**src/rtl/mux9_rr_arbiter_pkg.sv**
```systemverilog
// mux9_arb_pkg: shared constants, FSM encoding and pick helper for the 9-way round-robin arbiter
package mux9_arb_pkg;
  localparam int N_REQ = 9;
  localparam int SEL_W = 4;
  localparam logic [SEL_W-1:0] LAST_RST = 4'd8;
  typedef enum logic {IDLE = 1'b0, GRANT = 1'b1} state_t;
  function automatic logic [SEL_W-1:0] mod9_add(input logic [SEL_W-1:0] a, input logic [SEL_W-1:0] b);
    logic [SEL_W:0] s;
    s = {1'b0, a} + {1'b0, b};
    if (s >= 5'd9) s = s - 5'd9;
    return s[SEL_W-1:0];
  endfunction
endpackage

```
**src/rtl/mux9_rr_arbiter_if.sv**
```systemverilog
// mux9_rr_arbiter_if: request/select/grant bundle between requesters, arbiter and mux
interface mux9_rr_arbiter_if;
  import mux9_arb_pkg::*;
  logic [N_REQ-1:0] req;
  logic [SEL_W-1:0] sel;
  logic             sel_valid;
  logic [N_REQ-1:0] grant;
  logic             busy;
  modport master(input req, output sel, sel_valid, grant, busy);
  modport slave(output req, input sel, sel_valid, grant, busy);
endinterface

```
**src/rtl/mux9_rr_arbiter_pick.sv**
```systemverilog
// rr_pick9: rotate requests to start after last, priority-encode, rotate back to an input index
module rr_pick9
  import mux9_arb_pkg::*;
(
  input  logic [N_REQ-1:0] req,
  input  logic [SEL_W-1:0] last,
  output logic             any,
  output logic [SEL_W-1:0] win
);
  logic [SEL_W-1:0] w_start;
  logic [N_REQ-1:0] w_rot;
  logic [SEL_W-1:0] w_off;
  assign w_start = mod9_add(last, 4'd1);
  always_comb begin
    w_rot = '0;
    for (int j = 0; j < N_REQ; j++) w_rot[j] = req[mod9_add(w_start, 4'(j))];
    w_off = '0;
    for (int j = N_REQ - 1; j >= 0; j--) if (w_rot[j]) w_off = 4'(j);
  end
  assign any = |req;
  assign win = mod9_add(w_start, w_off);
endmodule

```
**src/rtl/mux9_rr_arbiter.sv**
```systemverilog
// mux9_rr_arbiter: round-robin owner of mux9x1 with burst limit and a turnaround cycle between grants
module mux9_rr_arbiter
  import mux9_arb_pkg::*;
#(
  parameter int BURST_LEN = 4,
  parameter int CNT_W     = 4
) (
  input logic clk,
  input logic rst_n,
  mux9_rr_arbiter_if.master bus
);
  state_t           r_state;
  logic [SEL_W-1:0] r_sel;
  logic [SEL_W-1:0] r_last;
  logic [CNT_W-1:0] r_cnt;
  logic [N_REQ-1:0] r_grant;
  logic             r_sel_valid;
  logic             r_busy;
  logic             w_any;
  logic [SEL_W-1:0] w_win;
  logic             w_exit;
  rr_pick9 u_pick (.req(bus.req), .last(r_last), .any(w_any), .win(w_win));
  assign w_exit = !bus.req[r_sel] || (r_cnt == CNT_W'(BURST_LEN - 1));
  // sel is deliberately left alone on exit so the mux output stays stable through the turnaround
  always_ff @(posedge clk or negedge rst_n) begin
    if (!rst_n) begin
      r_state     <= IDLE;
      r_sel       <= '0;
      r_last      <= LAST_RST;
      r_cnt       <= '0;
      r_grant     <= '0;
      r_sel_valid <= 1'b0;
      r_busy      <= 1'b0;
    end else if (r_state == IDLE) begin
      if (w_any) begin
        r_state     <= GRANT;
        r_sel       <= w_win;
        r_last      <= w_win;
        r_cnt       <= '0;
        r_grant     <= N_REQ'(1) << w_win;
        r_sel_valid <= 1'b1;
        r_busy      <= 1'b1;
      end
    end else if (w_exit) begin
      r_state     <= IDLE;
      r_cnt       <= '0;
      r_grant     <= '0;
      r_sel_valid <= 1'b0;
      r_busy      <= 1'b0;
    end else begin
      r_cnt <= r_cnt + 1'b1;
    end
  end
  assign bus.sel       = r_sel;
  assign bus.grant     = r_grant;
  assign bus.sel_valid = r_sel_valid;
  assign bus.busy      = r_busy;
endmodule

```
**src/flat_wrapper.sv**
```systemverilog
// flat-port wrapper written by rule: the top's interface ports become plain ports
module mux9_rr_arbiter_flat import mux9_arb_pkg::*;
#(
  parameter int BURST_LEN = 4,
  parameter int CNT_W     = 4
)
  (clk, rst_n, bus_req, bus_sel, bus_sel_valid, bus_grant, bus_busy);
  mux9_rr_arbiter_if bus_i ();
  input logic clk;
  input logic rst_n;
  input wire logic [$bits(bus_i.req)-1:0] bus_req;
  output wire logic [$bits(bus_i.sel)-1:0] bus_sel;
  output wire logic [$bits(bus_i.sel_valid)-1:0] bus_sel_valid;
  output wire logic [$bits(bus_i.grant)-1:0] bus_grant;
  output wire logic [$bits(bus_i.busy)-1:0] bus_busy;
  assign bus_i.req = bus_req;
  assign bus_sel = bus_i.sel;
  assign bus_sel_valid = bus_i.sel_valid;
  assign bus_grant = bus_i.grant;
  assign bus_busy = bus_i.busy;
  mux9_rr_arbiter #(.BURST_LEN(BURST_LEN), .CNT_W(CNT_W)) u_core (.clk(clk), .rst_n(rst_n), .bus(bus_i));
endmodule
```
**config.mk**
```make
export PLATFORM = sky130hd
export DESIGN_NAME = mux9_rr_arbiter_flat
export DESIGN_NICKNAME = d
export VERILOG_FILES = /design/src/rtl/mux9_rr_arbiter_pkg.sv /design/src/rtl/mux9_rr_arbiter_if.sv /design/src/rtl/mux9_rr_arbiter_pick.sv /design/src/rtl/mux9_rr_arbiter.sv /design/src/flat_wrapper.sv
export SDC_FILE = /design/constraint.sdc
export NUM_CORES = 1
export LEC_CHECK = 0
export BUFFER_PORTS_ARGS = -buffer_cell sky130_fd_sc_hd__buf_2
export CAP_MARGIN = 0
export CORE_UTILIZATION = 25
export CTS_CLUSTER_SIZE = 8
export DETAILED_ROUTE_END_ITERATION = 10
export GPL_ROUTABILITY_DRIVEN = 0
export HOLD_SLACK_MARGIN = 0.02
export PLACE_DENSITY_LB_ADDON = 0.12
export SETUP_SLACK_MARGIN = 0.3
export SYNTH_ARGS = -nofsm -noshare
export SYNTH_HDL_FRONTEND = slang
export SYNTH_SLANG_ARGS = --single-unit
```
**constraint.sdc**
```tcl
create_clock -name clk -period 12.23 [get_ports clk]
set_clock_uncertainty 0.05 [all_clocks]
set_input_delay 2.446 -clock clk [delete_from_list [all_inputs] [get_ports clk]]
set_output_delay 2.446 -clock clk [all_outputs]
set_load 0.1 [all_outputs]
```
## After elaboration in Yosys (flattened, before gate mapping)

Cells that the tools add are included.

- Bits in registers: 23
- Input port bits: 11
- Output and inout bits: 15

- Add/sub/neg operators: 22
- $lt $le $gt $ge: 21
- Equal/unequal tests: 2
- Shifts and indexed selects: 1
- Mux-type cells: 52
- Bitwise gates (word level): 1
- Reductions and logical operators: 6

Operator list:

| cell | count |
|---|---|
| $mux 4 | 23 |
| $ge 5x4->1 const B | 10 |
| $lt 4x5->1 const B | 10 |
| $sub 4x4->4 const B | 11 |
| $bmux 1 s4 | 10 |
| $mux 9 | 3 |
| $add 4x3->5 const B | 4 |
| $mux 1 | 16 |
| $add 4x1->5 const B | 2 |
| $add 4x2->5 const B | 2 |
| $reduce_or 9->1 | 1 |
| $shl 1x4->9 const A | 1 |
| $add 4x4->5 | 1 |
| $add 4x4->5 const B | 1 |
| $add 4x1->4 const B | 1 |
| $eq 4x2->1 const B | 1 |
| $ge 4x4->1 const B | 1 |
| $reduce_and 2->1 | 2 |
| $ne 2x2->1 const B | 1 |
| $reduce_bool 2->1 | 1 |
| $logic_not 1->1 | 1 |
| $logic_or 1x1->1 | 1 |
| $not 1->1 | 1 |

## Depth between registers and ports, before layout

- Depth after elaboration: 23
- Gate-level depth with buffers: 35
- Gate-level depth less buffers: 29

## Hierarchy

Synthesis repeated with hierarchy kept, for this count alone.

- Cell total of the unflattened synthesis: 732
- Area total of the unflattened synthesis: 5466.5 um2

By module, submodules not included:

| module | times used | cells each | area an instance (um2) | seq. area each (um2) |
|---|---|---|---|---|
| rr_pick9 | 1 | 635 | 4424.2 | 0.0 |
| mux9_rr_arbiter | 1 | 97 | 1042.2 | 501.7 |

## Least setup slack after synthesis

Ideal clock, no wire load.

- Path kind: flip-flop to flip-flop
- Start point: register u_core.r_last[0]
- End point: register u_core.r_grant[0] (netlist: u_core.bus.grant[0])
- Library setup time: 0.069 ns
- Arrival time: 6.746 ns
- Data required time: 12.111 ns
- Slack: 5.365 ns
- Cell stages (with the launch flop): 32
- Path through: dfrtp_1 buf_4 inv_1 ha_1 buf_4 or3b_4 o221ai_4 nand2_4 inv_2 buf_4 ha_1 clkbuf_1 or4b_1 mux2i_1 o21ai_2 xnor2_2 mux4_2 and3_1 nor3_1 and3b_1 a221o_1 ha_1 inv_1 fa_1 ha_1 nor2_1 o21ai_1 nand2_1 xnor2_1 inv_1 nor2_1 a22o_1

- Longest elaborated chain between the ends: 23
- Elaborated cells on any way between the ends: 73

Ends and longest elaborated chain:

| what | RTL line | text |
|---|---|---|
| start: declaration | mux9_rr_arbiter.sv:14 | `logic [SEL_W-1:0] r_last;` |
| start signal: assignment | mux9_rr_arbiter.sv:38 | `r_last <= w_win;` |
| $add 4x1->5 (*) | mux9_rr_arbiter_pkg.sv:9 | `s = {1'b0, a} + {1'b0, b};` |
| $sub 4x4->4 / $ge 5x4->1 (equally long branches) | mux9_rr_arbiter_pkg.sv:10 | `if (s >= 5'd9) s = s - 5'd9;` |
| $mux 4 (*) | mux9_rr_arbiter_pkg.sv:10 |  |
| $add 4x4->5 | mux9_rr_arbiter_pkg.sv:9 |  |
| $sub 4x4->4 / $ge 5x4->1 (equally long branches) | mux9_rr_arbiter_pkg.sv:10 |  |
| $mux 4 | mux9_rr_arbiter_pkg.sv:10 |  |
| $bmux 1 s4 | mux9_rr_arbiter_pick.sv:16 | `for (int j = 0; j < N_REQ; j++) w_rot[j] = req[mod9_add(w_start, 4'(j))];` |
| $mux 1 (implied by the code) | mux9_rr_arbiter_pick.sv:16 |  |
| $mux 4 (9 in a row) | mux9_rr_arbiter_pick.sv:18 | `for (int j = N_REQ - 1; j >= 0; j--) if (w_rot[j]) w_off = 4'(j);` |
| $add 4x4->5 (*) | mux9_rr_arbiter_pkg.sv:9 |  |
| $sub 4x4->4 / $ge 5x4->1 (equally long branches) | mux9_rr_arbiter_pkg.sv:10 |  |
| $mux 4 (*) | mux9_rr_arbiter_pkg.sv:10 |  |
| $shl 1x4->9 (*) | mux9_rr_arbiter.sv:40 | `r_grant <= N_REQ'(1) << w_win;` |
| $mux 9 (*) | mux9_rr_arbiter.sv:35 | `if (w_any) begin` |
| $mux 9 (*) | mux9_rr_arbiter.sv:34 | `end else if (r_state == IDLE) begin` |
| end signal: assignment | mux9_rr_arbiter.sv:40 |  |
| end: declaration | mux9_rr_arbiter.sv:16 | `logic [N_REQ-1:0] r_grant;` |

Every way passes the cells marked *; elsewhere a longest branch is shown, timed or not. The select of a mux whose other input is x is not followed.
A chain may end at the register's enable or synchronous reset.

## Worst setup path after layout

- Start point: register u_core.r_last[0]
- End point: register u_core.r_grant[8] (netlist: u_core.bus.grant[8])

The elaborated chain is that of the path after synthesis.

==> summary.log <==
INFO  yosys          synth_xor_xnor_area_share=0.05484
INFO  yosys          yosysTopAreaCellShare=0.1037
INFO  yosys          yosysWarnings=0
INFO  cells_and_area syn2layout_area_growth=6.385%
INFO  clock_tree     cts_setup_buffers=0
INFO  worst_setup_path slowest_delay=0.86ns
INFO  grt            largest_net_degree_at_the_start_of_global_routing=37
INFO  worst_setup_path reg2reg_to=u_core.bus.grant[8]
INFO  grt            grt_overflow_total=0
INFO  floorplan      design.core.area=17960um^2
INFO  cells_and_area finalCoreUtilization=0.2716
INFO  worst_setup_path worstSetupEndpointType=flip-flop
INFO  timing         grt_setup_unrepaired=false
INFO  cells_and_area antenna_cells=0
INFO  clock_tree     worstSkewPairLatency=0.25ns
INFO  clock_tree     clock_tree_from_tritoncts=yes
INFO  floorplan      row_count=49
INFO  grt            grt_busiest_layer=met2
INFO  yosys          synth_cell_types=97
INFO  worst_setup_path ff2ff_setup_slack=3.17ns
INFO  floorplan      die_h=137.4um
INFO  yosys          synth.yosys.seq_area_share=0.1094
INFO  clock_tree     ctsResizeCount=0
INFO  yosys          syn-instance-count=600
INFO  cells_and_area nFillCells=1947
INFO  grt            gr-usage-met1=0.2531
INFO  worst_setup_path arrival=9.19ns
INFO  worst_setup_path path_depth=26
INFO  timing         clock.fmax=0.1104GHz
INFO  floorplan      ios=26
INFO  clock_tree     clk_root_buffer_cell=sky130_fd_sc_hd__clkbuf_16
INFO  routing        drtAntennaViolNets=0
INFO  place          port_buffers=25
INFO  timing         finalHoldViolCount=0
INFO  routing        dr_total_vias=4856
INFO  yosys          synth.most_common_cell=sky130_fd_sc_hd__nand2_1
INFO  yosys          synth_mux_area_frac=0.1124
INFO  floorplan      fp.dieArea=18890um^2
INFO  cells_and_area post_route_cells_drive_above_1_share=0.1448
INFO  timing         share_of_the_cycle_needed_by_the_critical_path_after_routing=0.7404
INFO  grt            grt_pass1_vias=4722
INFO  floorplan      floorplan.die.width=137.4um
INFO  worst_setup_path crit_end=u_core.bus.grant[8]
INFO  floorplan      starting_utilization_of_the_core_area=0.2553
INFO  grt            use_met2=0.3277
INFO  yosys          synthesis.area=4586um^2
INFO  routing        route.final.wire_length=17.60mm
INFO  yosys          synth_compound_gate_area_share=0.3168
INFO  grt            grt_first_pass_wirelength=27.50mm
INFO  worst_setup_path critical_path.max_fanout=36
INFO  worst_hold_path min_path_type=flip-flop to flip-flop
INFO  yosys          synth_edf_count=0
INFO  worst_setup_path crit_start=u_core.r_last[0]
INFO  yosys          synthAdderAreaFrac=0.08349
INFO  timing         timing.final.max_slew_violations=0
INFO  cells_and_area layoutNonFillerInstCount=816
INFO  yosys          syn_nets=641
INFO  yosys          largest_family_of_logic_cells_by_synthesized_area=compound AO/OA/AOI/OAI gates
INFO  yosys          flip_flop_and_latch_count_after_synthesis=20
INFO  routing        detail_route.iter0.violations=391
INFO  timing         timing.final.setup_violations=0
INFO  worst_setup_path crit_buf_inv=4
INFO  worst_setup_path r2r-start=u_core.r_last[0]
INFO  worst_setup_path crit_slowest_cell=sky130_fd_sc_hd__dfrtp_1
INFO  yosys          synth-simple-area-share=0.2540
INFO  worst_setup_path critical-path-top-cell-by-count=sky130_fd_sc_hd__ha_1
INFO  timing         tns=0ns
INFO  timing         actual_slew_at_the_worst_max_slew_pin=1.011ns
INFO  worst_setup_path worst-endpoint-required=12.37ns
INFO  grt            grt_antenna_before_repair=0
INFO  routing        vias_per_cell=5.951
INFO  place          dp_hpwl=12.71mm
INFO  routing        first_pass_iteration_count_of_the_detailed_router=5
INFO  yosys          synth_top_area_cell=sky130_fd_sc_hd__dfrtp_1
INFO  clock_tree     h-tree-depth=1
INFO  clock_tree     ctsLongestPathBuffers=2
INFO  clock_tree     cts_inserted_buffers=3
INFO  timing         slew-limit-headroom=0.3250
INFO  yosys          synthTopCellsByArea=sky130_fd_sc_hd__dfrtp_1, sky130_fd_sc_hd__ha_1, sky130_fd_sc_hd__mux2i_1
INFO  yosys          syn_area_per_cell=7.643um^2
INFO  routing        detail_route.wl_per_cell=21.57um
INFO  clock_tree     cts.reportedPaths.clkPinSlew=0.06ns
INFO  yosys          synth_commonest_cells=sky130_fd_sc_hd__nand2_1, sky130_fd_sc_hd__nor2_1, sky130_fd_sc_hd__o21ai_0
INFO  worst_setup_path worst_path_dominant_cell_family=adder cells
INFO  yosys          ys.flop_type=sky130_fd_sc_hd__dfrtp_1
INFO  routing        detail_route.drc_violations=0
INFO  worst_setup_path worst_r2r_path_depth=26
INFO  status         run_status=finished clean
INFO  timing         finalCriticalPeriod=9.055ns
INFO  yosys          fraction_of_synthesis_flops_using_an_asynchronous_set_or_reset_pin=1.000
INFO  clock_tree     cts_hold_buffers=0
INFO  worst_setup_path path_class=flip-flop to flip-flop
INFO  clock_tree     sink_count=20
INFO  job            max-cap-violations=0
INFO  grt            grtUsageTotal=0.1909
INFO  worst_setup_path worstSetupStartpointType=flip-flop
INFO  place          placed_cells=812
INFO  grt            grt.met3_usage=0.02318
INFO  cells_and_area design.final.nets=629
per-stage QoR:
stage / hold slack (ns) / area, um^2 / setup slack (ns)
6_report: 0.4367 / 4878 / 3.175
5_1_grt: 0.4517 / 4878 / 2.608
4_1_cts: 0.4428 / 4878 / 3.249
3_5_place_dp: 0.4253 / 4790 / 3.318
3_3_place_gp: 0.4391 / 4790 / 3.371
2_1_floorplan: 0.3958 / 4586 / 5.365
flip-flops by register name, summed over array words and instances, names as in the netlist:
signal and count:
u_core.bus.sel 1, u_core.r_cnt 4, u_core.bus.grant 9, u_core.r_state 1, u_core.r_last 4, u_core.bus.sel_valid 1
layout make-up:
type                            count  area, um^2  share of cell area
Tap cell                          229       286.5             0.05873
Multi-Input combinational cell    512        3767              0.7722
Timing Repair Buffer               28       147.6             0.03026
Clock buffer                        4       88.84             0.01821
Inverter                           23       86.33             0.01770
Sequential cell                    20       501.7              0.1028
metal layers:
metal	wire, um	vias to the layer above
met2	8333	184
li1	-	2269
met4	304	0
met1	7891	2379
met5	0	-
met3	1070	24
worst min-delay path by stage:
stage	startpoint	depth (start not counted)	endpoint	slack, ns
2_1_floorplan	u_core.r_cnt[3]	1	u_core.r_cnt[3]	0.40
3_3_place_gp	u_core.bus.grant[4]	1	u_core.bus.grant[4]	0.44
3_5_place_dp	u_core.bus.grant[1]	2	u_core.bus.grant[1]	0.43
4_1_cts	u_core.r_cnt[3]	1	u_core.r_cnt[3]	0.44
5_1_grt	u_core.r_cnt[3]	1	u_core.r_cnt[3]	0.45
6_report	u_core.r_cnt[3]	1	u_core.r_cnt[3]	0.44
layout by cell type (no fill, tap or decap), drive strengths merged, types with 5 or more instances in the layout:
cell / n
a31oi: 16
a311oi: 6
nand2: 54
nor2: 40
buf: 28
o211ai: 7
a211oi: 11
mux2: 8
mux4: 6
o21ai: 48
a22o: 6
nor2b: 11
o21a: 6
a2111oi: 6
and3: 6
xnor2: 17
inv: 23
a21oi: 36
ha: 29
nor4: 11
nand4: 7
nand3: 26
a21o: 8
o31ai: 7
mux2i: 29
dfrtp: 19
nand3b: 5
nor3: 24
cells by family (layout without fill, tap and decap cells):
group,count (synthesis),after routing
xor+xnor,22,22
compound gates,201,201
fa+ha+maj,30,30
simple gates,216,216
flops,20,20
mux,43,43
buf+inv,68,55
Power is left out: the tool's default activity adds up to more than one toggle a clock period on the data nets, which glitch-free logic cannot reach.
